===== src/rtl/crc_pkg.sv =====
// Shared constants for the Bloom-filter CRC hashing blocks.
package crc_pkg;

  // Per-channel seeds for the default 4 x 13-bit configuration.
  // Channel k sits at bits [k*13 +: 13]; channel 0 is the least significant field.
  localparam logic [51:0] CRC_INITS = {13'h1A2B, 13'h0F0F, 13'h1FFF, 13'h0000};

endpackage


===== src/rtl/crc_hash_stream_if.sv =====
// Byte stream in (valid/ready, sop/eop framing) and hash result out (valid/ready).
interface crc_hash_stream_if #(
  parameter int unsigned BYTE_W   = 8,
  parameter int unsigned WIDTH    = 13,
  parameter int unsigned HASH_CNT = 4,
  parameter int unsigned LEN_W    = 16
);
  logic [BYTE_W-1:0]         data_i;
  logic                      valid_i;
  logic                      sop_i;
  logic                      eop_i;
  logic                      ready_o;
  logic [HASH_CNT*WIDTH-1:0] res_o;
  logic [LEN_W-1:0]          len_o;
  logic                      res_valid_o;
  logic                      res_ready_i;
  logic                      err_o;

  // Hash engine side.
  modport slave (
    input  data_i, valid_i, sop_i, eop_i, res_ready_i,
    output ready_o, res_o, len_o, res_valid_o, err_o
  );

  // Byte producer / result consumer side.
  modport master (
    output data_i, valid_i, sop_i, eop_i, res_ready_i,
    input  ready_o, res_o, len_o, res_valid_o, err_o
  );
endinterface


===== src/rtl/crc_hash_stream.sv =====
// Streaming multi-hash CRC engine: folds one byte per clock into HASH_CNT
// CRC accumulators (shared polynomial, per-channel seed) and hands the
// finished hashes plus the string length to the Bloom filter stage.
module crc_hash_stream #(
  parameter int unsigned               BYTE_W   = 8,
  parameter int unsigned               WIDTH    = 13,
  parameter int unsigned               HASH_CNT = 4,
  parameter logic [WIDTH-1:0]          POLY     = 13'h1CF5,
  parameter logic [HASH_CNT*WIDTH-1:0] INITS    = crc_pkg::CRC_INITS,
  parameter int unsigned               LEN_W    = 16
) (
  input  logic             clk_i,
  input  logic             rst_n_i,
  crc_hash_stream_if.slave s
);

  typedef enum logic {IDLE, ACC} state_t;

  state_t                    state_q, state_d;
  logic [HASH_CNT*WIDTH-1:0] acc_q, acc_d;
  logic [LEN_W-1:0]          len_q, len_d;
  logic [HASH_CNT*WIDTH-1:0] res_q;
  logic [LEN_W-1:0]          res_len_q;
  logic                      res_vld_q;
  logic                      err_q, err_d;
  logic                      load;
  logic                      ready;
  logic                      accept;

  // MSB-first, non-reflected CRC update over one whole input symbol.
  function automatic logic [WIDTH-1:0] crc_step(input logic [WIDTH-1:0] c,
                                                input logic [BYTE_W-1:0] d);
    logic [WIDTH-1:0] r;
    logic             fb;
    r = c;
    for (int b = BYTE_W - 1; b >= 0; b--) begin
      fb = r[WIDTH-1] ^ d[b];
      r  = {r[WIDTH-2:0], 1'b0} ^ (fb ? POLY : '0);
    end
    return r;
  endfunction

  // Length counter increment that sticks at all-ones.
  function automatic logic [LEN_W-1:0] len_sat_inc(input logic [LEN_W-1:0] l);
    return (&l) ? l : l + 1'b1;
  endfunction

  // While an unaccepted result is held, every byte is stalled so the result
  // register never has to be overwritten.
  assign ready  = !res_vld_q || s.res_ready_i;
  assign accept = s.valid_i && ready;

  assign s.ready_o     = ready;
  assign s.res_o       = res_q;
  assign s.len_o       = res_len_q;
  assign s.res_valid_o = res_vld_q;
  assign s.err_o       = err_q;

  // Framing FSM and accumulator next-state; a sop always reseeds from INITS,
  // even mid-string, so a truncated string can never leak into the next one.
  always_comb begin
    state_d = state_q;
    acc_d   = acc_q;
    len_d   = len_q;
    load    = 1'b0;
    err_d   = 1'b0;
    if (accept) begin
      if (s.sop_i) begin
        for (int k = 0; k < HASH_CNT; k++) begin
          acc_d[k*WIDTH +: WIDTH] = crc_step(INITS[k*WIDTH +: WIDTH], s.data_i);
        end
        len_d = LEN_W'(1);
        err_d = (state_q == ACC);
        if (s.eop_i) begin
          load    = 1'b1;
          state_d = IDLE;
        end else begin
          state_d = ACC;
        end
      end else if (state_q == ACC) begin
        for (int k = 0; k < HASH_CNT; k++) begin
          acc_d[k*WIDTH +: WIDTH] = crc_step(acc_q[k*WIDTH +: WIDTH], s.data_i);
        end
        len_d = len_sat_inc(len_q);
        if (s.eop_i) begin
          load    = 1'b1;
          state_d = IDLE;
        end
      end else begin
        // Continuation byte with no string open: drop it and flag.
        err_d = 1'b1;
      end
    end
  end

  // State, accumulators and the error pulse.
  always_ff @(posedge clk_i or negedge rst_n_i) begin
    if (!rst_n_i) begin
      state_q <= IDLE;
      acc_q   <= INITS;
      len_q   <= '0;
      err_q   <= 1'b0;
    end else begin
      state_q <= state_d;
      acc_q   <= acc_d;
      len_q   <= len_d;
      err_q   <= err_d;
    end
  end

  // Result register: a load in the same cycle as a take keeps valid high,
  // so back-to-back strings stream without a bubble.
  always_ff @(posedge clk_i or negedge rst_n_i) begin
    if (!rst_n_i) begin
      res_q     <= '0;
      res_len_q <= '0;
      res_vld_q <= 1'b0;
    end else if (load) begin
      res_q     <= acc_d;
      res_len_q <= len_d;
      res_vld_q <= 1'b1;
    end else if (s.res_ready_i) begin
      res_vld_q <= 1'b0;
    end
  end

endmodule

===== src/flat_wrapper.sv =====
// flat-port wrapper written by rule: the top's interface ports become plain ports
module crc_hash_stream_flat 
#(
  parameter int unsigned               BYTE_W   = 8,
  parameter int unsigned               WIDTH    = 13,
  parameter int unsigned               HASH_CNT = 4,
  parameter logic [WIDTH-1:0]          POLY     = 13'h1CF5,
  parameter logic [HASH_CNT*WIDTH-1:0] INITS    = crc_pkg::CRC_INITS,
  parameter int unsigned               LEN_W    = 16
)
  (clk_i, rst_n_i, s_data_i, s_valid_i, s_sop_i, s_eop_i, s_res_ready_i, s_ready_o, s_res_o, s_len_o, s_res_valid_o, s_err_o);
  crc_hash_stream_if #(.BYTE_W(BYTE_W), .WIDTH(WIDTH), .HASH_CNT(HASH_CNT), .LEN_W(LEN_W)) s_i ();
  input  logic clk_i;
  input  logic rst_n_i;
  input wire logic [$bits(s_i.data_i)-1:0] s_data_i;
  input wire logic [$bits(s_i.valid_i)-1:0] s_valid_i;
  input wire logic [$bits(s_i.sop_i)-1:0] s_sop_i;
  input wire logic [$bits(s_i.eop_i)-1:0] s_eop_i;
  input wire logic [$bits(s_i.res_ready_i)-1:0] s_res_ready_i;
  output wire logic [$bits(s_i.ready_o)-1:0] s_ready_o;
  output wire logic [$bits(s_i.res_o)-1:0] s_res_o;
  output wire logic [$bits(s_i.len_o)-1:0] s_len_o;
  output wire logic [$bits(s_i.res_valid_o)-1:0] s_res_valid_o;
  output wire logic [$bits(s_i.err_o)-1:0] s_err_o;
  assign s_i.data_i = s_data_i;
  assign s_i.valid_i = s_valid_i;
  assign s_i.sop_i = s_sop_i;
  assign s_i.eop_i = s_eop_i;
  assign s_i.res_ready_i = s_res_ready_i;
  assign s_ready_o = s_i.ready_o;
  assign s_res_o = s_i.res_o;
  assign s_len_o = s_i.len_o;
  assign s_res_valid_o = s_i.res_valid_o;
  assign s_err_o = s_i.err_o;
  crc_hash_stream #(.BYTE_W(BYTE_W), .WIDTH(WIDTH), .HASH_CNT(HASH_CNT), .POLY(POLY), .INITS(INITS), .LEN_W(LEN_W)) u_core (.clk_i(clk_i), .rst_n_i(rst_n_i), .s(s_i));
endmodule

===== config.mk =====
export PLATFORM = sky130hd
export DESIGN_NAME = crc_hash_stream_flat
export DESIGN_NICKNAME = d
export VERILOG_FILES = /design/src/rtl/crc_pkg.sv /design/src/rtl/crc_hash_stream_if.sv /design/src/rtl/crc_hash_stream.sv /design/src/flat_wrapper.sv
export SDC_FILE = /design/constraint.sdc
export NUM_CORES = 1
export LEC_CHECK = 0
export CAP_MARGIN = 25
export CORE_ASPECT_RATIO = 0.75
export CORE_MARGIN = 1
export CORE_UTILIZATION = 51
export CTS_BUF_LIST = sky130_fd_sc_hd__clkbuf_8
export CTS_CLUSTER_DIAMETER = 30
export DETAILED_ROUTE_END_ITERATION = 16
export HOLD_SLACK_MARGIN = 0.1
export PLACE_DENSITY_LB_ADDON = 0.2
export SKIP_LAST_GASP = 1
export SLEW_MARGIN = 40
export SYNTH_ARGS = -nofsm -noshare
export SYNTH_HDL_FRONTEND = slang
export SYNTH_SLANG_ARGS = --single-unit

===== constraint.sdc =====
create_clock -name clk_i -period 3.2 [get_ports clk_i]
set_input_delay 0.32 -clock clk_i [delete_from_list [all_inputs] [get_ports clk_i]]
set_output_delay 0.32 -clock clk_i [all_outputs]
set_load 0.01 [all_outputs]

==> results of run 1 <==
[sequential cells by signal, indices dropped and copies added (netlist names)]
signal and cells:
u_core.s.len_o 16, u_core.state_q 1, u_core.s.err_o 1, u_core.acc_q 52, u_core.s.res_o 52, u_core.len_q 16
u_core.s.res_valid_o 1
[cells in the final DEF (no fill, tap or decap), types with 8 or more instances in the layout]
cell type / synthesis / final
xnor2_2: 9 / 9
dfrtp_1: 111 / 111
o22a_1: 8 / 8
a31oi_1: 10 / 10
a22oi_1: 9 / 9
o211ai_1: 16 / 16
a21oi_1: 37 / 37
mux2_2: 8 / 8
xor2_1: 48 / 48
nand3_1: 11 / 11
o21ai_1: 8 / 8
clkbuf_8: 0 / 18
o21ai_0: 43 / 43
buf_4: 3 / 74
xnor3_1: 16 / 16
nor2_1: 83 / 82
nand2_1: 87 / 86
dfstp_2: 28 / 28
clkdlybuf4s50_1: 0 / 83
xor3_1: 9 / 9
xnor2_1: 111 / 111
[kinds of logic (layout without fill, tap and decap cells)]
family	count (synthesis)	count (layout)	share of synthesized area
AND/OR/NAND/NOR	215	215	0.106
XOR/XNOR	208	208	0.290
AO/OA/AOI/OAI	183	183	0.143
flip-flops	139	139	0.412
buffers and inverters	51	196	0.0289
multiplexers	15	15	0.0188
adder cells (fa/ha/maj)	1	1	0.00147
[repair_timing]
action	4_1_cts	5_1_grt
resized for setup	0	0
hold endpoints to repair	62	0
hold buffers	1	0
[worst register-to-register path: stages (launching register included)]
cell	delay (ns)
dfstp_2	0.65
xnor3_1	0.41
xor3_1	0.41
buf_4	0.18
xnor2_2	0.36
xnor2_1	0.27
o211ai_1	0.16
[worst max-delay path by stage]
stage                                start                 end
after global routing           s_data_i[4]  u_core.s.res_o[17]
final                          s_data_i[4]  u_core.s.res_o[17]
after detailed placement       s_data_i[4]  u_core.s.res_o[17]
after floorplan           u_core.acc_q[37]    u_core.acc_q[27]
after global placement         s_data_i[4]  u_core.s.res_o[36]
after CTS                      s_data_i[4]  u_core.s.res_o[17]
[metal layers]
metal,global-route usage,vias to the layer above,part of all wire
met2,0.505,399,0.43
met3,0.0776,47,0.097
met4,0.101,0,0.019
met1,0.542,3487,0.46
met5,0,-,0
li1,-,3076,-
[where the power goes]
part           leakage, nW  switching (W)  internal, W
logic                 2.55        0.00498      0.00501
clock network        0.189       0.000809     0.000584
registers             1.66       0.000671      0.00253
[area by class of cell]
type / count / share of cell area
clock buffer: 18 / 0.0239
clock inverter: 14 / 0.0118
inverter: 4 / 0.00145
multi-input combinational: 622 / 0.461
sequential: 139 / 0.339
tap: 210 / 0.0254
timing repair buffer: 160 / 0.138
[stage by stage]
step	cell area, um2	worst slack, ns	total power, W	cells	utilization
floorplan	8520	0.984	0.00985	812	-
global placement	9980	0.116	0.0130	1134	0.617
detailed placement	9980	0.0967	0.0130	1134	0.617
CTS	10400	0.580	0.0145	1167	0.641
global route	10400	0.460	0.0153	1167	0.641
finish	10400	0.534	0.0146	1167	0.641
==> flow_summary.json, run 1 <==
{
  "outcome": "finished clean",
  "die_area_um2": 17200,
  "required_ns": 3.56,
  "io-pin-count": 85,
  "vias_per_cell": 6.01,
  "synth_warnings": 0,
  "antenna_found_initial": 0,
  "drtAntennaViolNets": 0,
  "coreArea_um2": 16200,
  "cts_max_path_buffers": 2,
  "setup_tns_ns": 0,
  "ff2ff_setup_slack_ns": 0.64,
  "cts_tree": "yes",
  "initial_core_util": 0.527,
  "criticalPathCategory": "in2reg",
  "rsz0062_at_grt": "false",
  "r2r_cells": 6,
  "synth.distinct_cells": 61,
  "leakagePower_nw": 4.40,
  "hold_viol_final": 0,
  "finalSetupViolations": 0,
  "async_reset_ff_frac": 1.00,
  "netlist_top_cells_area": "dfrtp_1 (33%), xnor2_1 (11%), dfstp_2 (8.6%), xor2_1 (4.9%), xnor3_1 (4.2%)",
  "path_clk_slew_ns": 0.09,
  "end_kind": "register",
  "cts_sinks": 139,
  "grt-ovfl-total": 0,
  "cpPeakStageDelay_ns": 0.79,
  "finalClockSkew_ns": 0.0143,
  "cp_top_family": "XOR/XNOR gates",
  "io_buffers": 84,
  "synth_area_um2": 8520,
  "timing.fmax_ghz": 0.375,
  "die_h_um": 114,
  "maxSlewHeadroom": 0.481,
  "wire_per_inst_um": 24.6,
  "yosysTopAreaCell": "dfrtp_1",
  "fin_crit_sh": 0.833,
  "slew_violations": 0,
  "drtPass1Iterations": 5,
  "fillers": 1310,
  "vdd_drop_max_mv": 0.718,
  "powerDensity_nw_per_um2": 1410,
  "drc": 0,
  "crit_chain": "clkdlybuf4s50_1, xor2_4, xnor2_1, xnor3_2, xor2_1, nand2_1, a21o_1",
  "synth-main-ff-cell": "dfrtp_1",
  "synth_edf_count": 0,
  "cts-root-buf": "clkbuf_8",
  "cts_setup_buffers": 0,
  "wl_um": 28700,
  "vias": 7009,
  "r2r-start": "u_core.acc_q[37]",
  "ys_ff_latch": 139,
  "synth_top_area_share": 0.326,
  "timing.hold.ws_ns": 0.461,
  "start_kind": "input pin",
  "num_rows": 40,
  "syn_nets": 827,
  "arrival_ns": 3.03,
  "grt_pass1_wl_um": 43500,
  "grt_max_degree": 77,
  "yosysSeqAreaShare": 0.412,
  "slowest_stage": "clkdlybuf4s50_1",
  "numCtsBuffers": 17,
  "drv_cap": 0,
  "min_path_type": "in2async",
  "drt_iter0_drc": 736,
  "worst_slew_pin_slew_ns": 0.771,
  "synthTopCellsByCount": "dfrtp_1 (111), xnor2_1 (111), nand2_1 (87)",
  "avgSynthCellArea_um2": 10.5,
  "num_antenna_cells": 0,
  "dieWidth_um": 151,
  "cp_max_fo": 5,
  "ctsHtreeMaxLevel": 4,
  "place.gp.congestion": 0.968,
  "regArea_um2": 3510,
  "hpwl_um": 21600,
  "path_depth": 7,
  "multiInputGateArea_um2": 4770,
  "nNetsFinal": 959,
  "area_growth_syn_to_layout_pct": 21.6,
  "grt_pass1_vias": 6782,
  "clock_latency_ns": 0.47,
  "track_usage": 0.356,
  "r2r_end": "u_core.acc_q[38]",
  "period_needed_ns": 2.67,
  "cp_num_buf_inv": 1,
  "drive_gt1_frac": 0.189,
  "synthCells": 812
}
Power figures use the tool's default switching activity.
==> run 2: changes to the inputs <==
==> constraint.sdc (replaced) <==
create_clock -name clk_i -period 2.4 [get_ports clk_i]
set_input_delay 0.24 -clock clk_i [delete_from_list [all_inputs] [get_ports clk_i]]
set_output_delay 0.24 -clock clk_i [all_outputs]
set_load 0.01 [all_outputs]
==> flow_summary.json, run 2 (synthesized netlist as in run 1, its figures left out) <==
{
  "num_antenna_cells": 0,
  "outcome": "finished clean",
  "ctsHtreeMaxLevel": 4,
  "power_switching_w": 0.00903,
  "r2r-start": "u_core.acc_q[48]",
  "fin_crit_sh": 0.989,
  "required_ns": 2.75,
  "seqPwrFrac": 0.191,
  "nNetsFinal": 1064,
  "slew_violations": 0,
  "cp-startpoint": "s_data_i[2]",
  "io_buffers": 84,
  "vias": 7444,
  "final_core_util": 0.699,
  "fillers": 1286,
  "timing.hold.ws_ns": 0.282,
  "pre_cts_ws_ns": -0.452,
  "setup_tns_ns": 0,
  "crit_chain": "clkdlybuf4s50_1, xnor2_1, buf_4, xnor3_1, xnor2_2, nor2_1, a211oi_1, o21ai_0",
  "io-pin-count": 85,
  "cts_sinks": 139,
  "r2r_end": "u_core.acc_q[44]",
  "ff2ff_setup_slack_ns": 0.06,
  "wl_um": 29600,
  "min_path_type": "in2async",
  "cp-endpoint": "u_core.s.res_o[1]",
  "die_h_um": 114,
  "vias_per_cell": 5.85,
  "start_kind": "input pin",
  "path_clk_slew_ns": 0.09,
  "p_clk_frac": 0.089,
  "rsz0062_at_grt": "true",
  "period_needed_ns": 2.37,
  "numCtsBuffers": 17,
  "finalSetupViolations": 0,
  "combinationalPowerShare": 0.720,
  "clock_latency_ns": 0.48,
  "layout_common_cells": "buf_4 (170), dfrtp_1 (110), xnor2_1 (109)",
  "grt-ovfl-total": 0,
  "end_kind": "register",
  "arrival_ns": 2.72,
  "hpwl_um": 22500,
  "slowest_stage": "clkdlybuf4s50_1",
  "dieWidth_um": 151,
  "worst_slew_pin_slew_ns": 0.743,
  "drtAntennaViolNets": 0,
  "wire_per_inst_um": 23.2,
  "cp_max_fo": 4,
  "cts_tree": "yes",
  "powerDensity_nw_per_um2": 1950,
  "cts-root-buf": "clkbuf_8",
  "cts_max_path_buffers": 2,
  "r2r_cells": 8,
  "grt_pass1_vias": 7453,
  "drive_gt1_frac": 0.273,
  "num_rows": 40,
  "finalClockSkew_ns": 0.0122,
  "area_growth_syn_to_layout_pct": 32.6,
  "coreArea_um2": 16200,
  "drt_iter0_drc": 797,
  "track_usage": 0.364,
  "total_power_w": 0.0220,
  "vdd_drop_max_mv": 1.24,
  "initial_core_util": 0.527,
  "grt_max_degree": 60,
  "grt_pass1_wl_um": 44800,
  "die_area_um2": 17200,
  "fin_ws_ns": 0.0254,
  "antenna_found_initial": 0,
  "drtPass1Iterations": 5,
  "netSwitchingFraction": 0.410,
  "timing.fmax_ghz": 0.421,
  "layout_commonest_cell": "buf_4",
  "leakagePower_nw": 4.96,
  "intPower_w": 0.0130,
  "place.gp.congestion": 1.04,
  "drv_cap": 0,
  "criticalPathCategory": "in2reg",
  "hold_viol_final": 0,
  "drc": 0,
  "maxSlewHeadroom": 0.501,
  "cpPeakStageDelay_ns": 0.60
}
run 2: cell types whose count changed in the layout (fill, tap and decap cells not counted), sizes merged:
cell | previous run | this run
bufinv | 0 | 1
clkinv | 6 | 3
buf | 76 | 181
clkinvlp | 1 | 4
clkbuf | 18 | 17
run 2: cell type report:
class                   count  area (um2)  share of cell area
multi-input cells         622        4790               0.424
flip-flops and latches    139        3510               0.311
repair buffers            265        2330               0.206
well taps                 210         263              0.0232
clock buffers              17         234              0.0207
clock inverters            15         154              0.0136
inverters                   4        15.0             0.00133
run 2: metrics by stage:
step / std cells / area (um2)
finish: 1272 / 11300
global route: 1272 / 11300
floorplan: 812 / 8520
CTS: 1272 / 11300
global placement: 1239 / 10900
detailed placement: 1239 / 10900
run 2: worst min path at each step:
stage | end | slack [ns] | cells past startpoint
2_1_floorplan | u_core.acc_q[0] | -0.06 | 0
3_3_place_gp | u_core.s.res_o[10] | 0.22 | 1
3_5_place_dp | u_core.acc_q[9] | 0.23 | 1
4_1_cts | u_core.acc_q[9] | 0.29 | 2
5_1_grt | u_core.acc_q[9] | 0.32 | 2
6_report | u_core.acc_q[10] | 0.28 | 2
run 2: per-layer routing:
metal	part of all wire	track usage	vias to the layer above
li1	-	-	3289
met1	0.44	0.526	3675
met2	0.43	0.534	422
met3	0.10	0.0936	58
met4	0.025	0.115	0
met5	0	0	-
run 2: power by group through the flow:
stage                     registers [W]  logic [W]  clock network [W]
final                           0.00421     0.0159            0.00195
after global routing            0.00429     0.0168            0.00206
after CTS                       0.00419     0.0157            0.00197
after detailed placement        0.00422     0.0155                  0
after global placement          0.00419     0.0155                  0
after floorplan                 0.00412    0.00902                  0
run 2: timing repair:
action,4_1_cts,5_1_grt
setup endpoints to repair,0,11
setup buffers,0,0
hold endpoints to repair,52,0
gates resized for setup,0,4
hold buffers,1,0
run 2: critical path: cells and delay by family:
family,cells,cell delay (ns)
buffers and inverters,2,0.76
AOI/OAI and AO/OA,2,0.53
xor gates and xnor gates,3,1.09
and+or+nand+nor,1,0.10
